File: src/rtl/fir_out_requant_pkg.sv
// Shared FIR definitions: output width, requantiser defaults and FSM states.
package fir_out_requant_pkg;

    localparam int YOUT_W     = 24;
    localparam int DEF_DOUT_W = 16;
    localparam int DEF_SHIFT  = 8;
    localparam int DEF_DECIM  = 2;
    localparam int DEF_WARMUP = 8;

    typedef enum logic {
        WARM,
        RUN
    } fsm_state_t;

    function automatic logic [15:0] sat_inc(input logic [15:0] v);
        return (v == 16'hFFFF) ? v : v + 16'd1;
    endfunction

endpackage

File: src/rtl/sync_fifo_fwft.sv
// First-word-fall-through synchronous FIFO; head is visible whenever not empty.
module sync_fifo_fwft #(
    parameter int WIDTH = 16,
    parameter int DEPTH = 4
) (
    input  logic             clk,
    input  logic             rst,
    input  logic             push,
    input  logic [WIDTH-1:0] push_data,
    input  logic             pop,
    output logic [WIDTH-1:0] head,
    output logic             full,
    output logic             empty
);
    localparam int AW = $clog2(DEPTH);

    logic [WIDTH-1:0] mem [DEPTH];
    logic [AW:0]      wp;
    logic [AW:0]      rp;
    logic             do_push;
    logic             do_pop;

    // Extra pointer bit tells a full buffer from an empty one.
    assign empty   = (wp == rp);
    assign full    = (wp[AW] != rp[AW]) && (wp[AW-1:0] == rp[AW-1:0]);
    assign do_pop  = pop && !empty;
    assign do_push = push && (!full || do_pop);
    assign head    = empty ? '0 : mem[rp[AW-1:0]];

    always_ff @(posedge clk) begin
        if (rst) begin
            wp <= '0;
            rp <= '0;
        end else begin
            if (do_push)
                wp <= wp + {{AW{1'b0}}, 1'b1};
            if (do_pop)
                rp <= rp + {{AW{1'b0}}, 1'b1};
        end
    end

    always_ff @(posedge clk) begin
        if (do_push)
            mem[wp[AW-1:0]] <= push_data;
    end

endmodule

File: src/rtl/fir_out_requant.sv
// FIR output requantiser: warm-up discard, decimation, round, saturate, buffer.
module fir_out_requant
    import fir_out_requant_pkg::*;
#(
    parameter int YIN_W      = YOUT_W,
    parameter int DOUT_W     = DEF_DOUT_W,
    parameter int SHIFT      = DEF_SHIFT,
    parameter int DECIM      = DEF_DECIM,
    parameter int WARMUP     = DEF_WARMUP,
    parameter int FIFO_DEPTH = 4
) (
    input  logic              clk,
    input  logic              rst,
    input  logic [YIN_W-1:0]  yin,
    input  logic              yin_en,
    output logic [DOUT_W-1:0] m_data,
    output logic              m_valid,
    input  logic              m_ready,
    output logic [15:0]       sat_cnt,
    output logic [15:0]       drop_cnt
);
    localparam int RW = YIN_W + 1;
    localparam int PW = (DECIM > 1) ? $clog2(DECIM) : 1;
    localparam int CW = $clog2(WARMUP + 1) + 1;

    localparam logic signed [RW-1:0] HALF = RW'((2 ** SHIFT) / 2);
    localparam logic signed [RW-1:0] MAXV =
        RW'((longint'(1) <<< (DOUT_W - 1)) - 1);
    localparam logic signed [RW-1:0] MINV = ~MAXV;

    localparam logic [CW-1:0] LAST_WARM = CW'(WARMUP - 1);
    localparam logic [PW-1:0] LAST_PH   = PW'(DECIM - 1);
    localparam fsm_state_t    INIT      = (WARMUP == 0) ? RUN : WARM;

    fsm_state_t state;
    fsm_state_t state_nx;
    logic [CW-1:0] warm_cnt;
    logic [PW-1:0] phase;
    logic keep;

    logic signed [RW-1:0] ext;
    logic signed [RW-1:0] s1_r;
    logic                 s1_valid;
    logic [DOUT_W-1:0]    s2_data;
    logic                 s2_valid;
    logic [DOUT_W-1:0]    clip;
    logic                 clipped;

    logic full;
    logic empty;
    logic drop;

    always_ff @(posedge clk) begin
        if (rst)
            state <= INIT;
        else
            state <= state_nx;
    end

    always_comb begin
        state_nx = state;
        keep     = 1'b0;
        unique case (state)
            WARM: begin
                if (yin_en && warm_cnt == LAST_WARM)
                    state_nx = RUN;
            end
            RUN: keep = yin_en && (phase == '0);
            default: state_nx = INIT;
        endcase
    end

    assign ext = $signed({yin[YIN_W-1], yin});

    always_comb begin
        clip    = s1_r[DOUT_W-1:0];
        clipped = 1'b0;
        if (s1_r > MAXV) begin
            clip    = MAXV[DOUT_W-1:0];
            clipped = 1'b1;
        end else if (s1_r < MINV) begin
            clip    = MINV[DOUT_W-1:0];
            clipped = 1'b1;
        end
    end

    // A full FIFO still accepts the write when the consumer pops the same cycle.
    assign drop = s2_valid && full && !m_ready;

    always_ff @(posedge clk) begin
        if (rst) begin
            warm_cnt <= '0;
            phase    <= '0;
            s1_valid <= 1'b0;
            s1_r     <= '0;
            s2_valid <= 1'b0;
            s2_data  <= '0;
            sat_cnt  <= '0;
            drop_cnt <= '0;
        end else begin
            if (state == WARM && yin_en)
                warm_cnt <= warm_cnt + 1'b1;
            if (state == RUN && yin_en)
                phase <= (phase == LAST_PH) ? '0 : phase + 1'b1;
            s1_valid <= keep;
            s1_r     <= (ext + HALF) >>> SHIFT;
            s2_valid <= s1_valid;
            s2_data  <= clip;
            if (s1_valid && clipped)
                sat_cnt <= sat_inc(sat_cnt);
            if (drop)
                drop_cnt <= sat_inc(drop_cnt);
        end
    end

    sync_fifo_fwft #(
        .WIDTH (DOUT_W),
        .DEPTH (FIFO_DEPTH)
    ) u_fifo (
        .clk       (clk),
        .rst       (rst),
        .push      (s2_valid),
        .push_data (s2_data),
        .pop       (m_ready),
        .head      (m_data),
        .full      (full),
        .empty     (empty)
    );

    assign m_valid = !empty;

endmodule

File: config.mk
export PLATFORM = sky130hd
export DESIGN_NAME = fir_out_requant
export DESIGN_NICKNAME = d
export VERILOG_FILES = /design/src/rtl/fir_out_requant_pkg.sv /design/src/rtl/sync_fifo_fwft.sv /design/src/rtl/fir_out_requant.sv
export SDC_FILE = /design/constraint.sdc
export NUM_CORES = 1
export LEC_CHECK = 0
export CAP_MARGIN = 30
export CORE_UTILIZATION = 55
export DETAILED_ROUTE_END_ITERATION = 8
export GPL_TIMING_DRIVEN = 0
export PLACE_DENSITY = 0.81
export SYNTH_ARGS = -nofsm -noshare
export SYNTH_HDL_FRONTEND = slang
export SYNTH_SLANG_ARGS = --single-unit
File: constraint.sdc
create_clock -name clk -period 2.9 [get_ports clk]
set_input_delay 0.58 -clock clk [delete_from_list [all_inputs] [get_ports clk]]
set_output_delay 0.58 -clock clk [all_outputs]
set_load 0.01 [all_outputs]
==> reports/metrics.csv, run 1 <==
metric,value,unit
outcome,"finished, final reports clean",
power.leakage,2.69,nW
detail_route.iter0.violations,278,
synth_largest_type_area_fraction,31.6,%
site_row_count,38,
synthDistinctLibCells,43,
grt_setup_unrepaired,false,
power.ir.vdd_worst,0.327,mV
final_layout_size_suffix_gt1_share,12.8,%
worst_setup_path_end_kind,primary output,
synth.net_count,562,
largest_net_degree_at_the_start_of_global_routing,17,
synth_top_area_cell,sky130_fd_sc_hd__edfxtp_1,
timing.fmax,0.362,GHz
vias,4219,
worst_hold_path_type,flop to flop,
dr.pass1.iters,7,
slew_viol_final,0,
netlist_instances,525,
final_min_period,2.77,ns
port_buffers,68,
synth_top_cells_by_area,"sky130_fd_sc_hd__edfxtp_1, sky130_fd_sc_hd__dfxtp_1, sky130_fd_sc_hd__nor2_1, sky130_fd_sc_hd__mux4_2, sky130_fd_sc_hd__xor2_1",
finalHoldViolCount,0,
die_height,107,um
min_period_over_period,95.4,%
core-area,10800,um2
synth_flop_cell,sky130_fd_sc_hd__dfxtp_1,
root_buffer,sky130_fd_sc_hd__clkbuf_8,
filler_cell_count,722,
final_design_area_no_fill,7560,um2
number_of_antenna_violations_at_the_first_check_in_global_routing,0,
setup_violations,0,
arrival,2.19,ns
tritoncts,yes,
fin_total_pwr,4.39,mW
cp_max_fo,10,
grt_overflow_total,0,
clock_path_buffers,2,
worst_clock_skew,0.00918,ns
worst_case_headroom_to_the_max_slew_limit,38.8,%
fp.dieW,107,um
async_set_reset_flop_share_out_of_synthesis,0,%
ys.warnings.count,0,
grt_pass1_vias,4202,
required,2.32,ns
cts_inserted_buffers,17,
fin_nets,649,
grt_usage,23.9,%
ant_nets,0,
layout-area-overhead-vs-synth,24.2,%
die-area,11500,um2
synth_area_per_cell,11.6,um2
gp_congestion,0.887,
max-cap-violations,0,
clk_transition_reported_paths,0.06,ns
drcViolationCount,0,
clock_insertion_delay_worst_skew,0.52,ns
power_density,580,nW/um2
synth_enable_flop_cells,64,
postSynthRegisterBits,146,
grt_pass1_wl,20600,um
synth.yosys.seq_area_share,58.5,%
dpl-instance-area,6970,um2
h-tree-depth,4,
drt_wirelength,12400,um
criticalPathCategory,flop to primary output,
insertedDiodeCount,0,
start_util,56.4,%
clkSinkCount,146,
floorplan.io_pins,77,
worstMarginPinSlew,0.916,ns
hpwlAfterDp,8160,um
wl_per_cell,16.2,um
worstSetupStartpointType,flop,
post_drt_via_cell_ratio,5.52,
synth.cell_area,6090,um2
==> synth_stat cells (7+ instances only) <==
cell type                  number
sky130_fd_sc_hd__nor2b_1        7
sky130_fd_sc_hd__inv_1          9
sky130_fd_sc_hd__xnor2_1       24
sky130_fd_sc_hd__xor2_1        26
sky130_fd_sc_hd__clkbuf_1      18
sky130_fd_sc_hd__edfxtp_1      64
sky130_fd_sc_hd__and2_1        20
sky130_fd_sc_hd__nand2_1       18
sky130_fd_sc_hd__a21oi_1       21
sky130_fd_sc_hd__nor2_1       112
sky130_fd_sc_hd__nand4_1       12
sky130_fd_sc_hd__ha_1           9
sky130_fd_sc_hd__mux4_2        16
sky130_fd_sc_hd__dfxtp_1       82
sky130_fd_sc_hd__nand3_1       16
==> worst max-delay path, cell delays in order, from the launching register on <==
cell	delay, ns
sky130_fd_sc_hd__dfxtp_1	0.36
sky130_fd_sc_hd__xor2_2	0.21
sky130_fd_sc_hd__or3b_4	0.45
sky130_fd_sc_hd__clkbuf_8	0.18
sky130_fd_sc_hd__clkdlybuf4s50_1	0.47
==> area by class of cell <==
class                   instances  area, um2  share of cell area (%)
repair buffers                 71        694                    9.19
flip-flops and latches        146       3570                    47.2
multi-input cells             346       2400                    31.7
well taps                     140        175                    2.32
clock buffers                  20        425                    5.63
inverters                       9       33.8                   0.447
plain buffers                  21        130                    1.72
clock inverters                12        130                    1.72
==> power by group <==
group / leakage (nW) / internal [mW] / total (mW) / switching (mW)
combinational: 1.17 / 0.0594 / 0.139 / 0.0797
clock: 0.266 / 1.22 / 2.04 / 0.814
sequential: 1.26 / 2.18 / 2.21 / 0.0285
total: 2.69 / 3.46 / 4.39 / 0.922
==> layer usage <==
metal,track usage [%],share of wire (%),wire (um),vias up
met5,0,0,0,-
met4,12.3,3.2,401,0
met3,5.53,5.1,634,36
met2,40.2,50,6180,156
met1,28.7,42,5210,2003
li1,-,-,-,2024
==> worst paths after layout <==
path | startpoint | end | slack, ns | cells after the start
setup / recovery | u_fifo.rp[1] | m_valid | 0.13 | 4
hold / removal | phase | s1_valid | 0.46 | 1
setup reg to reg | u_fifo.wp[0] | u_fifo.wp[2] | 0.76 | 6
hold reg to reg | phase | s1_valid | 0.46 | 1
==> cell usage in the layout, fill, tap and decap left out, drive strengths merged, types with 18 or more instances in the layout <==
cell | netlist | routed
clkdlybuf4s50 | 0 | 52
nor2 | 112 | 112
a21oi | 21 | 21
xor2 | 26 | 26
edfxtp | 64 | 64
xnor2 | 24 | 24
clkbuf | 18 | 36
dfxtp | 82 | 82
and2 | 20 | 20
nand2 | 18 | 18
==> timing repair <==
item	in CTS	in global routing
gates resized for setup	30	1
setup buffers	2	0
hold buffers	0	0
pin swaps	2	0
endpoints found under the setup margin	17	1
==> logic make-up (layout without fill, tap and decap cells) <==
group                      Yosys count  count (layout)  synth area share (%)
and+or+nand+nor                    226             226                  19.1
DFF                                146             146                  58.5
xor gates and xnor gates            50              50                  7.19
AOI/OAI and AO/OA                   41              41                  4.21
buffers and inverters               33             133                  2.49
muxes                               20              20                  6.58
adders and majority gates            9               9                  1.85
==> metrics by stage <==
step | util (%) | setup WS [ns] | cells | hold WS, ns | setup TNS, ns
final | 70.0 | 0.135 | 765 | 0.464 | 0
after global routing | 70.0 | 0.0755 | 765 | 0.482 | 0
after CTS | 70.0 | 0.00193 | 765 | 0.466 | 0
after detailed placement | 64.6 | -0.111 | 734 | 0.457 | -0.799
after global placement | 64.3 | -0.0864 | 733 | 0.435 | -1.75
after floorplan | - | 0.607 | 525 | 0.420 | 0
==> state kept, by name (all words and copies together), names as in the netlist, named ones only <==
register	count
state	1
phase	1
u_fifo.wp	3
s2_data	16
s1_valid	1
s1_r	17
sat_cnt	16
s2_valid	1
u_fifo.mem	64
warm_cnt	5
drop_cnt	16
u_fifo.rp	3
(Power assumes the default switching activity.)
==> run 2, diff against run 1 <==
CORE_UTILIZATION = 57   (was 55)
CTS_BUF_LIST = sky130_fd_sc_hd__clkbuf_8   (was default)
PLACE_DENSITY = 0.84   (was 0.81)
==> run 2 against run 1 <==
Effect of this change:
- setup slack lost 0.041 ns
- sequential share of layout area up 0.66 points
- cell count stayed put
- via count decreased by 1.1%
- non-clock buffer count is 4 higher
- critical path type unchanged
- largest power group unchanged
- highest routed layer unchanged
==> reports/metrics.csv, run 2 (synthesis gave the netlist of run 1 again) <==
metric,value,unit
worstSetupStartpointType,flop,
cts_inserted_buffers,17,
critical-path-top-delay-family,buffers and inverters,
critical_path_start,u_fifo.rp[2],
crit_path_top_delay_cell,sky130_fd_sc_hd__clkdlybuf4s50_1,
die-area,11100,um2
critical_path_buf_inv_count,2,
post_drt_via_cell_ratio,5.45,
met2WireLength,5840,um
h-tree-depth,4,
insertedDiodeCount,0,
finalHoldViolCount,0,
wl_per_cell,15.4,um
setup_violations,0,
tritoncts,yes,
arrival,2.23,ns
clock_insertion_delay_worst_skew,0.44,ns
cp_max_fo,10,
number_of_antenna_violations_at_the_first_check_in_global_routing,0,
grt_pass1_vias,4052,
clock_path_buffers,2,
routed-wl-met3,512,um
worst_case_headroom_to_the_max_slew_limit,35.7,%
gp_congestion,0.860,
layout_commonest_cell,sky130_fd_sc_hd__nor2_1,
root_buffer,sky130_fd_sc_hd__clkbuf_8,
reg_to_reg_end,u_fifo.mem[2][14],
slew_viol_final,0,
filler_cell_count,681,
grt_setup_unrepaired,false,
required,2.32,ns
slowest_delay,0.46,ns
dr.pass1.iters,4,
top_signal_layer_used,met4,
final_standard_cell_count_with_taps_included_and_fillers_excluded,765,
power_density,527,nW/um2
mostFrequentLayoutCells,"sky130_fd_sc_hd__nor2_1, sky130_fd_sc_hd__dfxtp_1, sky130_fd_sc_hd__edfxtp_1, sky130_fd_sc_hd__clkdlybuf4s50_1, sky130_fd_sc_hd__xor2_1",
timing.setup.tns,0,ns
layout-area-overhead-vs-synth,22.5,%
regToRegStartpoint,u_fifo.wp[0],
core-area,10300,um2
ant_nets,0,
fin_nets,653,
grt_overflow_total,0,
drcViolationCount,0,
port_buffers,68,
floorplan.io_pins,77,
worst_path_depth,5,
fp.dieW,105,um
timing.fmax,0.356,GHz
timing.hold.worst_path_depth,1,
hpwlAfterDp,8150,um
worstHoldStart,phase,
worstMarginPinSlew,0.954,ns
min_delay_worst_endpoint,s1_valid,
grt_pass1_wl,19300,um
largest_register_ff_count,64,
die_height,105,um
clk_transition_reported_paths,0.07,ns
worst_setup_path_end_kind,primary output,
worstPathCellList,xnor2_2 > or3b_4 > clkbuf_4 > and2_1 > clkdlybuf4s50_1,
vias,4172,
power.leakage,2.69,nW
worst_clock_skew,0.0179,ns
worst_case_reg_to_reg_path_depth,5,
largest_net_degree_at_the_start_of_global_routing,17,
outcome,"finished, final reports clean",
worst_hold_path_type,flop to flop,
min_period_over_period,96.8,%
max-cap-violations,0,
detail_route.iter0.violations,284,
start_util,59.0,%
wire_length_on_met1,5240,um
grt_usage,22.6,%
worst_setup_slack_for_register_to_register_paths,0.66,ns
power.ir.vdd_worst,0.265,mV
dpl.cell_count,731,
clkSinkCount,146,
drt_wirelength,11800,um
final_layout_size_suffix_gt1_share,13.4,%
final_min_period,2.81,ns
site_row_count,37,
criticalPathCategory,flop to primary output,
## run 2: stage by stage
| stage | setup slack (ns) | hold WS, ns | power [mW] | cell area (um2) | util, % |
|---|---|---|---|---|---|
| 4_1_cts | 0.0190 | 0.460 | 3.94 | 7390 | 71.6 |
| 3_5_place_dp | -0.103 | 0.453 | 2.39 | 6970 | 67.5 |
| 2_1_floorplan | 0.607 | 0.420 | 2.32 | 6090 | - |
| 6_report | 0.0937 | 0.455 | 3.93 | 7460 | 72.2 |
| 3_3_place_gp | -0.0689 | 0.431 | 2.38 | 6940 | 67.2 |
| 5_1_grt | 0.000454 | 0.487 | 4.05 | 7460 | 72.2 |
## run 2: where the power goes
| group | internal, mW | switching (mW) | total [mW] |
|---|---|---|---|
| sequential | 2.18 | 0.0283 | 2.21 |
| combinational | 0.0594 | 0.0778 | 0.137 |
| clock | 0.842 | 0.744 | 1.59 |
## run 2: how the worst max path moves through the flow
| stage | endpoint | slack (ns) |
|---|---|---|
| 2_1_floorplan | m_data[10] | 0.61 |
| 3_3_place_gp | m_data[14] | -0.07 |
| 3_5_place_dp | m_data[8] | -0.10 |
| 4_1_cts | m_data[14] | 0.02 |
| 5_1_grt | m_data[10] | 0.0005 |
| 6_report | m_data[10] | 0.09 |
## run 2: cell type report
cell class	count	area, um2	area share, %
Clock buffer	17	234	3.14
Timing Repair Buffer	75	761	10.2
Clock inverter	15	166	2.23
Tap cell	136	170	2.28
Sequential cell	146	3570	47.9
Multi-Input combinational cell	346	2400	32.1
Buffer	21	124	1.66
Inverter	9	33.8	0.453
## run 2: per-layer routing
metal,vias to the layer above,GRT usage (%)
met5,-,0
met4,0,8.15
met3,20,6.18
met2,114,36.9
met1,2000,28.9
li1,2038,-
## run 2: repair_timing
| action | CTS | global route |
|---|---|---|
| pin swaps | 0 | 1 |
| resized for setup | 10 | 14 |
| setup endpoints to repair | 17 | 15 |
| setup buffers | 1 | 3 |
| hold buffers | 0 | 0 |
